===== config.mk =====
export PLATFORM = sky130hd
export DESIGN_NAME = scene_renderer
export DESIGN_NICKNAME = d
export VERILOG_FILES = /design/src/rtl/scene_pkg.sv /design/src/rtl/obj_hit.sv /design/src/rtl/scene_renderer.sv
export SDC_FILE = /design/constraint.sdc
export NUM_CORES = 1
export LEC_CHECK = 0
export CORE_UTILIZATION = 53
export DETAILED_ROUTE_END_ITERATION = 8
export GPL_TIMING_DRIVEN = 0
export PLACE_DENSITY_LB_ADDON = 0.05
export SLEW_MARGIN = 15
export SYNTH_ARGS = -nofsm -noshare
export SYNTH_HDL_FRONTEND = slang
export SYNTH_SLANG_ARGS = --single-unit

===== constraint.sdc =====
create_clock -name clk -period 2.95 [get_ports clk]
set_input_delay 0.885 -clock clk [delete_from_list [all_inputs] [get_ports clk]]
set_output_delay 0.885 -clock clk [all_outputs]
set_load 0.02 [all_outputs]

===== src/rtl/scene_pkg.sv =====
// scene_pkg: shared types, colours and brick-field geometry for scene_renderer.
package scene_pkg;
  typedef enum logic {IDLE, REQ} state_e;
  typedef logic [23:0] rgb_t;
  typedef struct packed {
    logic [9:0] ball_x;
    logic [9:0] ball_y;
    logic [9:0] plat_x;
    logic [9:0] plat_y;
    logic [9:0] gad_x;
    logic [9:0] gad_y;
    logic [1:0] gad_type;
    logic [31:0] bricks;
  } snap_t;
  localparam rgb_t BALL_RGB  = 24'hFFFFFF;
  localparam rgb_t PLAT_RGB  = 24'h00FF00;
  localparam rgb_t BRICK_RGB = 24'hFF8000;
  localparam rgb_t BG_RGB    = 24'h000000;
  localparam logic [9:0] BRICK_X0 = 10'd64;
  localparam logic [9:0] BRICK_Y0 = 10'd32;
  localparam logic [9:0] BRICK_W  = 10'd64;
  localparam logic [9:0] BRICK_H  = 10'd16;
  localparam int BRICK_COLS = 8;
  localparam int BRICK_ROWS = 4;
  localparam logic [9:0] BRICK_X1 = BRICK_X0 + 10'(BRICK_COLS) * BRICK_W;
  localparam logic [9:0] BRICK_Y1 = BRICK_Y0 + 10'(BRICK_ROWS) * BRICK_H;
  function automatic rgb_t gadget_rgb(input logic [1:0] t);
    return t == 2'd0 ? 24'hFF0000 : t == 2'd1 ? 24'hFFFF00 : t == 2'd2 ? 24'h00FFFF : 24'hFF00FF;
  endfunction
endpackage


===== src/rtl/obj_hit.sv =====
// obj_hit: half-open box test; sums are 11 bits so boxes near 1023 clip instead of wrapping.
module obj_hit #(
  parameter int W = 8,
  parameter int H = 8
) (
  input  logic [9:0] px,
  input  logic [9:0] py,
  input  logic [9:0] ox,
  input  logic [9:0] oy,
  output logic       hit
);
  assign hit = px >= ox && {1'b0, px} < {1'b0, ox} + 11'(W) &&
               py >= oy && {1'b0, py} < {1'b0, oy} + 11'(H);
endmodule


===== src/rtl/scene_renderer.sv =====
// scene_renderer: snapshots game-object positions via a req/ack handshake in vblank
// and renders ball, gadget, platform and bricks through a 2-stage pixel pipeline.
module scene_renderer
  import scene_pkg::*;
#(
  parameter int TIMEOUT = 1024,
  parameter int BALL_SZ = 8,
  parameter int PLAT_W  = 64,
  parameter int PLAT_H  = 8,
  parameter int GAD_SZ  = 8
) (
  input  logic       clk,
  input  logic       rst,
  input  logic [9:0] vga_x,
  input  logic [9:0] vga_y,
  input  logic       vga_active,
  input  logic       vga_vblank_start,
  output logic       frame_req,
  input  logic       frame_ack,
  input  logic [9:0] ball_x,
  input  logic [9:0] ball_y,
  input  logic [9:0] plat_x,
  input  logic [9:0] plat_y,
  input  logic [9:0] gadget_x,
  input  logic [9:0] gadget_y,
  input  logic [1:0] gadget_type,
  input  logic [31:0] brick_map,
  output logic [7:0] pix_r,
  output logic [7:0] pix_g,
  output logic [7:0] pix_b,
  output logic       pix_valid,
  output logic       snap_valid,
  output logic       timeout_err
);
  localparam int CW = $clog2(TIMEOUT + 1);
  state_e state_q, state_d;
  logic [CW-1:0] cnt_q, cnt_d;
  snap_t snap_q, snap_d;
  logic snap_valid_q, snap_valid_d, timeout_q, timeout_d;
  logic ball_h, gad_h, plat_h, brick_h, brick_area;
  logic [4:0] brick_idx;
  logic [3:0] hit_q, hit_d;
  logic act_q1, pix_valid_q;
  logic [1:0] gt_q1;
  rgb_t pix_q, rgb_d;

  always_comb begin
    state_d = state_q;
    cnt_d = cnt_q;
    snap_d = snap_q;
    snap_valid_d = snap_valid_q;
    timeout_d = 1'b0;
    if (state_q == IDLE) begin
      state_d = vga_vblank_start ? REQ : IDLE;
      cnt_d = '0;
    end else if (frame_ack) begin
      state_d = IDLE;
      snap_d = '{ball_x, ball_y, plat_x, plat_y, gadget_x, gadget_y, gadget_type, brick_map};
      snap_valid_d = 1'b1;
    end else if (cnt_q == CW'(TIMEOUT - 1)) begin
      state_d = IDLE;
      timeout_d = 1'b1;
    end else begin
      cnt_d = cnt_q + 1'b1;
    end
  end

  obj_hit #(.W(BALL_SZ), .H(BALL_SZ)) u_ball (
    .px(vga_x), .py(vga_y), .ox(snap_q.ball_x), .oy(snap_q.ball_y), .hit(ball_h));
  obj_hit #(.W(GAD_SZ), .H(GAD_SZ)) u_gad (
    .px(vga_x), .py(vga_y), .ox(snap_q.gad_x), .oy(snap_q.gad_y), .hit(gad_h));
  obj_hit #(.W(PLAT_W), .H(PLAT_H)) u_plat (
    .px(vga_x), .py(vga_y), .ox(snap_q.plat_x), .oy(snap_q.plat_y), .hit(plat_h));

  // index = row*8 + col, with row in the upper two bits
  assign brick_area = vga_x >= BRICK_X0 && vga_x < BRICK_X1 && vga_y >= BRICK_Y0 && vga_y < BRICK_Y1;
  assign brick_idx = {2'((vga_y - BRICK_Y0) >> $clog2(BRICK_H)), 3'((vga_x - BRICK_X0) >> $clog2(BRICK_W))};
  assign brick_h = brick_area && snap_q.bricks[brick_idx];
  assign hit_d = snap_valid_q ? {ball_h, gad_h, plat_h, brick_h} : 4'b0;

  always_comb begin
    rgb_d = !act_q1 ? BG_RGB : hit_q[3] ? BALL_RGB : hit_q[2] ? gadget_rgb(gt_q1) :
            hit_q[1] ? PLAT_RGB : hit_q[0] ? BRICK_RGB : BG_RGB;
  end

  always_ff @(posedge clk or negedge rst) begin
    if (!rst) begin
      state_q <= IDLE;
      cnt_q <= '0;
      snap_q <= '0;
      snap_valid_q <= 1'b0;
      timeout_q <= 1'b0;
      hit_q <= '0;
      act_q1 <= 1'b0;
      gt_q1 <= '0;
      pix_q <= '0;
      pix_valid_q <= 1'b0;
    end else begin
      state_q <= state_d;
      cnt_q <= cnt_d;
      snap_q <= snap_d;
      snap_valid_q <= snap_valid_d;
      timeout_q <= timeout_d;
      hit_q <= hit_d;
      act_q1 <= vga_active;
      gt_q1 <= snap_q.gad_type;
      pix_q <= rgb_d;
      pix_valid_q <= act_q1;
    end
  end

  assign frame_req = state_q == REQ;
  assign snap_valid = snap_valid_q;
  assign timeout_err = timeout_q;
  assign {pix_r, pix_g, pix_b} = pix_q;
  assign pix_valid = pix_valid_q;
endmodule


**Word-level counts from Yosys, hierarchy flattened**

Index checks and enable logic that the tools add are counted.

- Flip-flop bits (word level): 140
- Output and inout bits: 28
- Logic and storage cells: 85

- Add/subtract/negate cells: 9
- Magnitude comparators: 17
- Equality and inequality tests: 5
- Mux-type cells: 21
- Reduce and logical (&&, ||, !) cells: 16

Operator list:

| operator | count |
|---|---|
| $mux 24 | 8 |
| $lt 10x11->1 | 6 |
| $ge 10x10->1 | 6 |
| $add 10x4->11 const B | 5 |
| $mux 11 | 3 |
| $logic_and 1x1->1 | 13 |
| $add 10x7->11 const B | 1 |
| $add 11x1->11 const B | 1 |
| $eq 11x10->1 const B | 1 |
| $ge 10x6->1 const B | 1 |
| $ge 10x7->1 const B | 1 |
| $lt 10x10->1 const B | 1 |
| $lt 10x7->1 const B | 1 |
| $sub 9x7->9 const B | 1 |
| $mux 1 | 8 |
| $lt 5x6->1 const B | 1 |
| $sub 6x6->6 const B | 1 |
| $bmux 1 s5 | 1 |
| $mux 4 | 1 |
| $ne 2x2->1 const B | 2 |
| $reduce_and 2->1 | 2 |
| $eq 2x1->1 const B | 1 |
| $eq 2x2->1 const B | 1 |
| $logic_not 2->1 | 1 |

**Depth between registers and ports, before layout**

Gate-level depths: netlist of the first run.

- Depth in word-level cells: 7
- Mapped depth: 10
- Depth with buffers taken out: 10

**Modules after synthesis**

A second synthesis of the first run with hierarchy kept.

- Cell total of the unflattened synthesis: 744
- Area total of the unflattened synthesis: 8084.0 sq um

By module, submodules not included:

| module | times used | cells an instance | area an instance (sq um) | seq. area each (sq um) |
|---|---|---|---|---|
| scene_renderer | 1 | 357 | 5132.4 | 3002.9 |
| obj_hit at u_gad | 1 | 133 | 1026.0 | 0.0 |
| obj_hit at u_ball | 1 | 133 | 1004.7 | 0.0 |
| obj_hit at u_plat | 1 | 121 | 920.9 | 0.0 |

**Least setup slack after synthesis of the first run**

Ideal clock, no wire load.

- Path type: input -> register
- Start: input vga_x[6]
- End: register hit_q[0]
- Setup time: 0.135 ns
- Arrival: 2.550 ns
- Required time: 2.815 ns
- Setup slack: 0.265 ns
- Stages on the path: 10
- Cell sequence: buf_6 -> inv_1 -> ha_1 -> clkbuf_2 -> mux4_2 -> mux4_2 -> nand2_1 -> nor2_1 -> a31oi_1 -> a2111oi_0

- Cells in the longest elaborated chain, start to end: 6

RTL lines:

| item | RTL line | text |
|---|---|---|
| from (decl) | scene_renderer.sv:14 | `input logic [9:0] vga_x,` |
| parallel branches: the longest is 4 deep, another holds $sub 9x7->9 | -- |  |
| $logic_and 1x1->1 * | scene_renderer.sv:78 | `assign brick_h = brick_area && snap_q.bricks[brick_idx];` |
| $mux 4 * | scene_renderer.sv:79 | `assign hit_d = snap_valid_q ? {ball_h, gad_h, plat_h, brick_h} : 4'b0;` |
| via hit_d[0] | scene_renderer.sv:42 | `logic [3:0] hit_q, hit_d;` |
| to (signal assigned) | scene_renderer.sv:104 | `hit_q <= hit_d;` |
| to (decl) | scene_renderer.sv:42 |  |

Mark *: on every way through the listed nets, which the timed path passes. The select of a mux whose other input is x is not followed.
A chain may end at the register's enable or synchronous reset.

**Final worst setup path of the first run**

- Start: input vga_y[8]
- End: register hit_q[2]

- Cells in the longest elaborated chain, start to end: 4

RTL lines:

| item | RTL line | text |
|---|---|---|
| from (decl) | scene_renderer.sv:15 | `input logic [9:0] vga_y,` |
| $ge 10x10->1 | obj_hit.sv:13 | `py >= oy && {1'b0, py} < {1'b0, oy} + 11'(H);` |
| $logic_and 1x1->1 | obj_hit.sv:12 | `assign hit = px >= ox && {1'b0, px} < {1'b0, ox} + 11'(W) &&` |
| $logic_and 1x1->1 * | obj_hit.sv:13 |  |
| $mux 4 * | scene_renderer.sv:79 |  |
| via hit_d[2] | scene_renderer.sv:42 |  |

Mark *: on every way through the listed nets, which the timed path passes. The rest lies on a longest branch.

==> results.ini, run 1 <==
[timing]
timing.final.crit_share = 0.987
clock_skew_ns = 0.0102
rsz0062_at_grt = no
setup_viol = 0
max_slew.worst_pin.slew_ns = 0.850
fin_ws_ns = 0.0390
fmax_mhz = 344
hold_viol_final = 0
slew_viol_final = 0
fin_crit_ns = 2.91
slew_headroom = 0.434
setup_tns_ns = 0

[power_and_ir_drop]
power_w = 0.00645
clkPwrFrac = 0.331
leakage_nw = 4.62
p_sw_w = 0.00212
p_per_area_mw_per_mm2 = 635
swShare = 0.329
seq_power_share = 0.341
ir_worst_vdd_uv = 686
p_int_w = 0.00433
combPwrFrac = 0.328

[global_route]
grt_pass1_wl_microns = 31600
gr-total-overflow = 0
track_usage = 0.275
grt_pass1_vias = 6599
antenna_found_initial = 0
grt_max_degree = 63

[outcome]
outcome = finished clean

[synthesis]
yosysWarnings = 0
async_reset_ff_frac = 1.00
synth_top_area_cell = dfrtp_1
synth.area.top_cells = dfrtp_1, ha_1, mux2_2
synth.avg_cell_area_sq_um = 10.1
synth-edff-count = 0
ys_seq_area_frac = 0.385
ys_types = 51
syn_nets = 1004
synthCells = 774
syn_area_sq_mm = 0.00780
synthFlopType = dfrtp_1
yosysTopAreaCellShare = 0.385
ys_ff_latch = 120

[clocking]
path_clk_slew_ns = 0.06
postCtsHoldBufs = 0
cts.sinks = 120
tritoncts = built
post_cts_buffers = 0
clock_latency_ns = 0.43
clk_path_buf_depth = 2
clockRootBuffer = clkbuf_16
cts-resized-gates = 11
cts-htree-levels = 4
numCtsBuffers = 17

[final_layout]
nNetsFinal = 1170
fillCellCount = 1029
n_antenna_cell = 0
fin_util = 0.720
syn2layout_area_growth_pct = 30.1
fin_cells = 1133
layout-drive-gt1-share = 0.121
layout_common_cells = clkdlybuf4s50_1, dfrtp_1, ha_1
final_common_cell = clkdlybuf4s50_1

[floorplanning]
rows = 43
io_pins = 147
start_util = 0.554
die_area_sq_mm = 0.0152
die_h_microns = 123
core_sq_mm = 0.0141
die_w_microns = 123

[routing]
routedWlPerCell_microns = 17.3
first_pass_iters = 5
totalWireLength_microns = 19600
drc = 0
vias_per_cell = 5.60
drtAntennaViolNets = 0
vias = 6344
first_iter_violations = 334

[setup_path]
worstPathRequired_ns = 3.24
crit_arrival_ns = 3.21
cp-end-kind = flop
crit_fanout = 7
cp-start-kind = input port
critPathKind = in -> reg

[placed_design]
port-buffer-count = 146
hpwlAfterDp_microns = 14900
gp_congestion = 0.871
place_ws_ns = -1.03
place_inst = 1101

[job]
max-cap-violations = 0

[hold_path]
hp-class = reg -> reg

## worst max-delay path: stages
cell and delay [ns]:
clkdlybuf4s50_1 0.71, ha_1 0.32, a211o_1 0.29, o221a_2 0.29, o311ai_1 0.12, nand4_1 0.17, nor4_2 0.42
## Yosys cell counts, drive strengths merged, types with 3 or more instances
library cell,number
nor2b,9
o311ai,3
a21oi,31
and3,8
o2111ai,5
a21o,22
nand4,11
nand3,25
nand2b,9
o21ai,73
a211oi,7
mux4,10
dfrtp,120
mux2,40
inv,74
a2111oi,3
nor2,10
xnor2,32
and2,6
buf,26
clkbuf,14
nor4,5
xor2,3
a31oi,3
nand2,74
nor3,8
o21a,8
ha,111
## metrics by stage
stage | hold WS [ns] | cell area, sq um
floorplan | 0.350 | 7800
global placement | 0.356 | 9490
detailed placement | 0.359 | 9520
CTS | 0.374 | 10100
global route | 0.386 | 10200
finish | 0.373 | 10200
## cells by family (layout without fill, tap and decap cells)
family / count (synthesis) / count (layout) / share of synthesized area
and+or+nand+nor: 174 / 174 / 0.109
AOI/OAI and AO/OA: 170 / 170 / 0.136
DFF: 120 / 120 / 0.385
buffers and inverters: 114 / 293 / 0.0657
adders and majority gates: 111 / 111 / 0.178
muxes: 50 / 50 / 0.0866
xor gates and xnor gates: 35 / 35 / 0.0393
## path summary, 6_finish.rpt
kind	from	end	slack, ns	cells after the start
max	vga_y[8]	hit_q[2]$_DFF_PN0_	0.04	7
min	snap_q[32]$_DFFE_PN0P_	gt_q1[0]$_DFF_PN0_	0.37	0
max reg2reg	snap_q[37]$_DFFE_PN0P_	hit_q[2]$_DFF_PN0_	0.25	9
min reg2reg	snap_q[32]$_DFFE_PN0P_	gt_q1[0]$_DFF_PN0_	0.37	0
max in group asynchronous	rst	snap_q[29]$_DFFE_PN0P_	1.81	2
min in group asynchronous	rst	snap_q[46]$_DFFE_PN0P_	0.43	1
## area by class of cell
type                            count  area [sq um]  area share
Multi-Input combinational cell    540          4310       0.425
Sequential cell                   120          3000       0.296
Timing Repair Buffer              147          1490       0.147
Clock buffer                       18           439      0.0433
Inverter                           74           278      0.0274
Buffer                             40           241      0.0238
Tap cell                          180           225      0.0222
Clock inverter                     14           161      0.0159
## state kept, by name, indices dropped and copies added, names as in the netlist
name	count
act_q1	1
cnt_q	11
frame_req	1
gt_q1	2
hit_q	4
pix_q	4
pix_valid	1
snap_q	94
snap_valid	1
timeout_err	1
## metal layers
layer | GRT usage | vias up | wire, microns
met3 | 0.0687 | 39 | 1090
met5 | 0 | - | 0
met4 | 0.117 | 0 | 520
met1 | 0.328 | 3070 | 8390
li1 | - | 3069 | -
met2 | 0.471 | 166 | 9640
## power by group through the flow
stage / registers, W / logic [W] / clock network [W]
floorplan: 0.00216 / 0.00139 / 0
global placement: 0.00220 / 0.00197 / 0
detailed placement: 0.00221 / 0.00208 / 0
CTS: 0.00219 / 0.00211 / 0.00216
global route: 0.00224 / 0.00237 / 0.00224
finish: 0.00220 / 0.00211 / 0.00214
No activity file was read; power rests on OpenSTA's default activity.
==> inputs of run 2 (changes only) <==
--- a/config.mk
+++ b/config.mk
@@ -6,9 +6,11 @@
 export NUM_CORES = 1
 export LEC_CHECK = 0
 export CORE_UTILIZATION = 53
+export CTS_CLUSTER_DIAMETER = 100
 export DETAILED_ROUTE_END_ITERATION = 8
 export GPL_TIMING_DRIVEN = 0
 export PLACE_DENSITY_LB_ADDON = 0.05
+export SETUP_SLACK_MARGIN = 0.4
 export SLEW_MARGIN = 15
 export SYNTH_ARGS = -nofsm -noshare
 export SYNTH_HDL_FRONTEND = slang
==> run 2 against run 1 <==
  * Die area unchanged
  * Register-to-register slack improved by 0.14 ns
  * Final area up 1.8%
  * Setup slack better by 0.35 ns
  * Utilization up 1.3 points
  * Sequential power is essentially flat
  * Largest power group is now combinational logic
==> results.ini, run 2 (synthesis gave the netlist of run 1 again) <==
[routing]
vias = 6404  ; +0.95%
drc = 0  ; unchanged
first_iter_violations = 383  ; +15%
first_pass_iters = 5  ; unchanged
totalWireLength_microns = 19900  ; +1.5%
drtAntennaViolNets = 0  ; unchanged
routedWlPerCell_microns = 17.5  ; +0.88%
vias_per_cell = 5.62  ; +0.33%

[clocking]
clockRootBuffer = clkbuf_16
cts.sinks = 120  ; unchanged
cts-htree-levels = 4  ; unchanged
clock_latency_ns = 0.42  ; about the same
numCtsBuffers = 17  ; unchanged
tritoncts = built
postCtsHoldBufs = 0  ; unchanged
path_clk_slew_ns = 0.06  ; about the same
clk_path_buf_depth = 2  ; unchanged

[timing]
fmax_mhz = 390  ; +14%
max_slew.worst_pin.slew_ns = 0.565  ; -0.285 ns
rsz0062_at_grt = yes
setup_viol = 0  ; unchanged
slew_headroom = 0.624  ; +0.190
slew_viol_final = 0  ; unchanged
fin_crit_ns = 2.56  ; -0.349 ns
hold_viol_final = 0  ; unchanged
clock_skew_ns = 0.0102  ; -0.0000325 ns
fin_ws_ns = 0.388  ; +0.349 ns
timing.final.crit_share = 0.869  ; -0.118

[global_route]
track_usage = 0.278  ; +0.00306
antenna_found_initial = 0  ; unchanged
grt_max_degree = 63  ; unchanged
grt_pass1_wl_microns = 31900  ; +1.2%
gr-total-overflow = 0  ; unchanged
grt_pass1_vias = 6561  ; -0.58%

[final_layout]
final_common_cell = clkdlybuf4s50_1
layout_common_cells = clkdlybuf4s50_1, dfrtp_1, ha_1
largest_reg_flops = 94  ; unchanged
fin_util = 0.733  ; +0.0129
syn2layout_area_growth_pct = 32.4
nNetsFinal = 1177  ; +0.60%
top_regs = snap_q (94), cnt_q (11)
fin_area_sq_mm = 0.0103  ; +1.8%
largest-register = snap_q
fillCellCount = 1033  ; +0.39%
layout-drive-gt1-share = 0.158  ; +0.0377
regArea_sq_mm = 0.00301  ; +0.12%
n_antenna_cell = 0  ; unchanged
multi_input_area_sq_mm = 0.00443  ; +2.7%

[setup_path]
r2r-end = hit_q[2]$_DFF_PN0_
cp-end-kind = flop
critPathKind = reg -> reg
worstPathRequired_ns = 3.24  ; about the same
r2r_start = snap_q[37]$_DFFE_PN0P_
r2r_cells = 10  ; +1
crit_fanout = 3  ; -4
rrSetupSlack_ns = 0.39  ; +0.14 ns
crit_arrival_ns = 2.85  ; -0.36 ns
cp-start-kind = flop

[floorplanning]
die_h_microns = 123  ; unchanged
die_w_microns = 123  ; unchanged
start_util = 0.554  ; unchanged
rows = 43  ; unchanged
core_sq_mm = 0.0141  ; unchanged
io_pins = 147  ; unchanged
die_area_sq_mm = 0.0152  ; unchanged

[outcome]
outcome = finished clean

[placed_design]
hpwlAfterDp_microns = 15200  ; +2.1%
place_ws_ns = -0.802  ; +0.227 ns
dpl-instance-area_sq_mm = 0.00955  ; +0.34%
gp_congestion = 0.858  ; -1.5%
port-buffer-count = 146  ; unchanged

[power_and_ir_drop]
leakage_nw = 4.70  ; +1.9%
ir_worst_vdd_uv = 536  ; -22%
power_w = 0.00654  ; +1.4%
p_per_area_mw_per_mm2 = 632  ; -0.39%

[hold_path]
min_delay_path_depth = 0  ; unchanged
hp-start = snap_q[33]$_DFFE_PN0P_
holdPathEnd = gt_q1[1]$_DFF_PN0_
hp-class = reg -> reg

[job]
max-cap-violations = 0  ; unchanged

run 2: cell types whose count changed in the layout (fill, tap and decap cells not counted), sizes merged:
cell and change:
inv -1, dlygate4sd2 +7, buf +8, dlymetal6s2s +3
clkbuf +2, clkdlybuf4s50 -13, clkinv +1
run 2: cell type report:
type | instances | area share
clock inverters | 14 | 0.0156
well taps | 180 | 0.0218
multi-input cells | 540 | 0.429
plain buffers | 40 | 0.0252
flip-flops and latches | 120 | 0.291
inverters | 74 | 0.0271
clock buffers | 18 | 0.0415
repair buffers | 154 | 0.149
run 2: per-layer routing:
metal	track usage	share of wire
met1	0.339	0.43
met2	0.487	0.50
met3	0.0692	0.056
met4	0.0768	0.021
met5	0	0
run 2: metrics by stage:
| stage | hold slack (ns) | TNS (ns) | instances |
|---|---|---|---|
| final | 0.373 | 0 | 1140 |
| after global routing | 0.388 | 0 | 1140 |
| after floorplan | 0.350 | 0 | 774 |
| after detailed placement | 0.362 | -3.93 | 1101 |
| after CTS | 0.376 | 0 | 1135 |
| after global placement | 0.356 | -444.89 | 1100 |
run 2: worst max path at each step:
stage,startpoint,slack [ns],to,depth (start not counted)
after global routing,snap_q[37]$_DFFE_PN0P_,0.36,hit_q[2]$_DFF_PN0_,10
after detailed placement,vga_x[6],-0.80,hit_q[0]$_DFF_PN0_,11
after floorplan,vga_x[6],0.40,hit_q[0]$_DFF_PN0_,10
final,snap_q[37]$_DFFE_PN0P_,0.39,hit_q[2]$_DFF_PN0_,10
after global placement,rst,-3.69,snap_q[18]$_DFFE_PN0P_,1
after CTS,vga_x[6],0.30,hit_q[0]$_DFF_PN0_,11
run 2: critical path: stages, from the launching register on:
cell and delay (ns):
dfrtp_1 0.42, buf_6 0.13, and3_4 0.17, nand3_2 0.08, xnor2_1 0.14, ha_1 0.29
a211o_1 0.27, o221a_2 0.30, o311ai_4 0.09, nand4_1 0.14, nor4_2 0.39
run 2: repair_timing:
action / in CTS / in global routing
setup buffers: 2 / 5
endpoints found under the setup margin: 21 / 33
pin swaps: 4 / 9
gates resized for setup: 38 / 37
run 2: report_power, final:
| group | internal, W | switching [W] |
|---|---|---|
| Combinational | 0.00113 | 0.00109 |
| Clock | 0.00126 | 0.000845 |
| Sequential | 0.00196 | 0.000240 |
| Total | 0.00436 | 0.00217 |
==> inputs of run 3 (changes only) <==
--- a/config.mk
+++ b/config.mk
@@ -9,6 +9,7 @@
 export CTS_CLUSTER_DIAMETER = 100
 export DETAILED_ROUTE_END_ITERATION = 8
 export GPL_TIMING_DRIVEN = 0
+export HOLD_SLACK_MARGIN = 0.05
 export PLACE_DENSITY_LB_ADDON = 0.05
 export SETUP_SLACK_MARGIN = 0.4
 export SLEW_MARGIN = 15
==> results of run 3 <==
No change in the layout: final DEF, timing and power equal those of run 2.
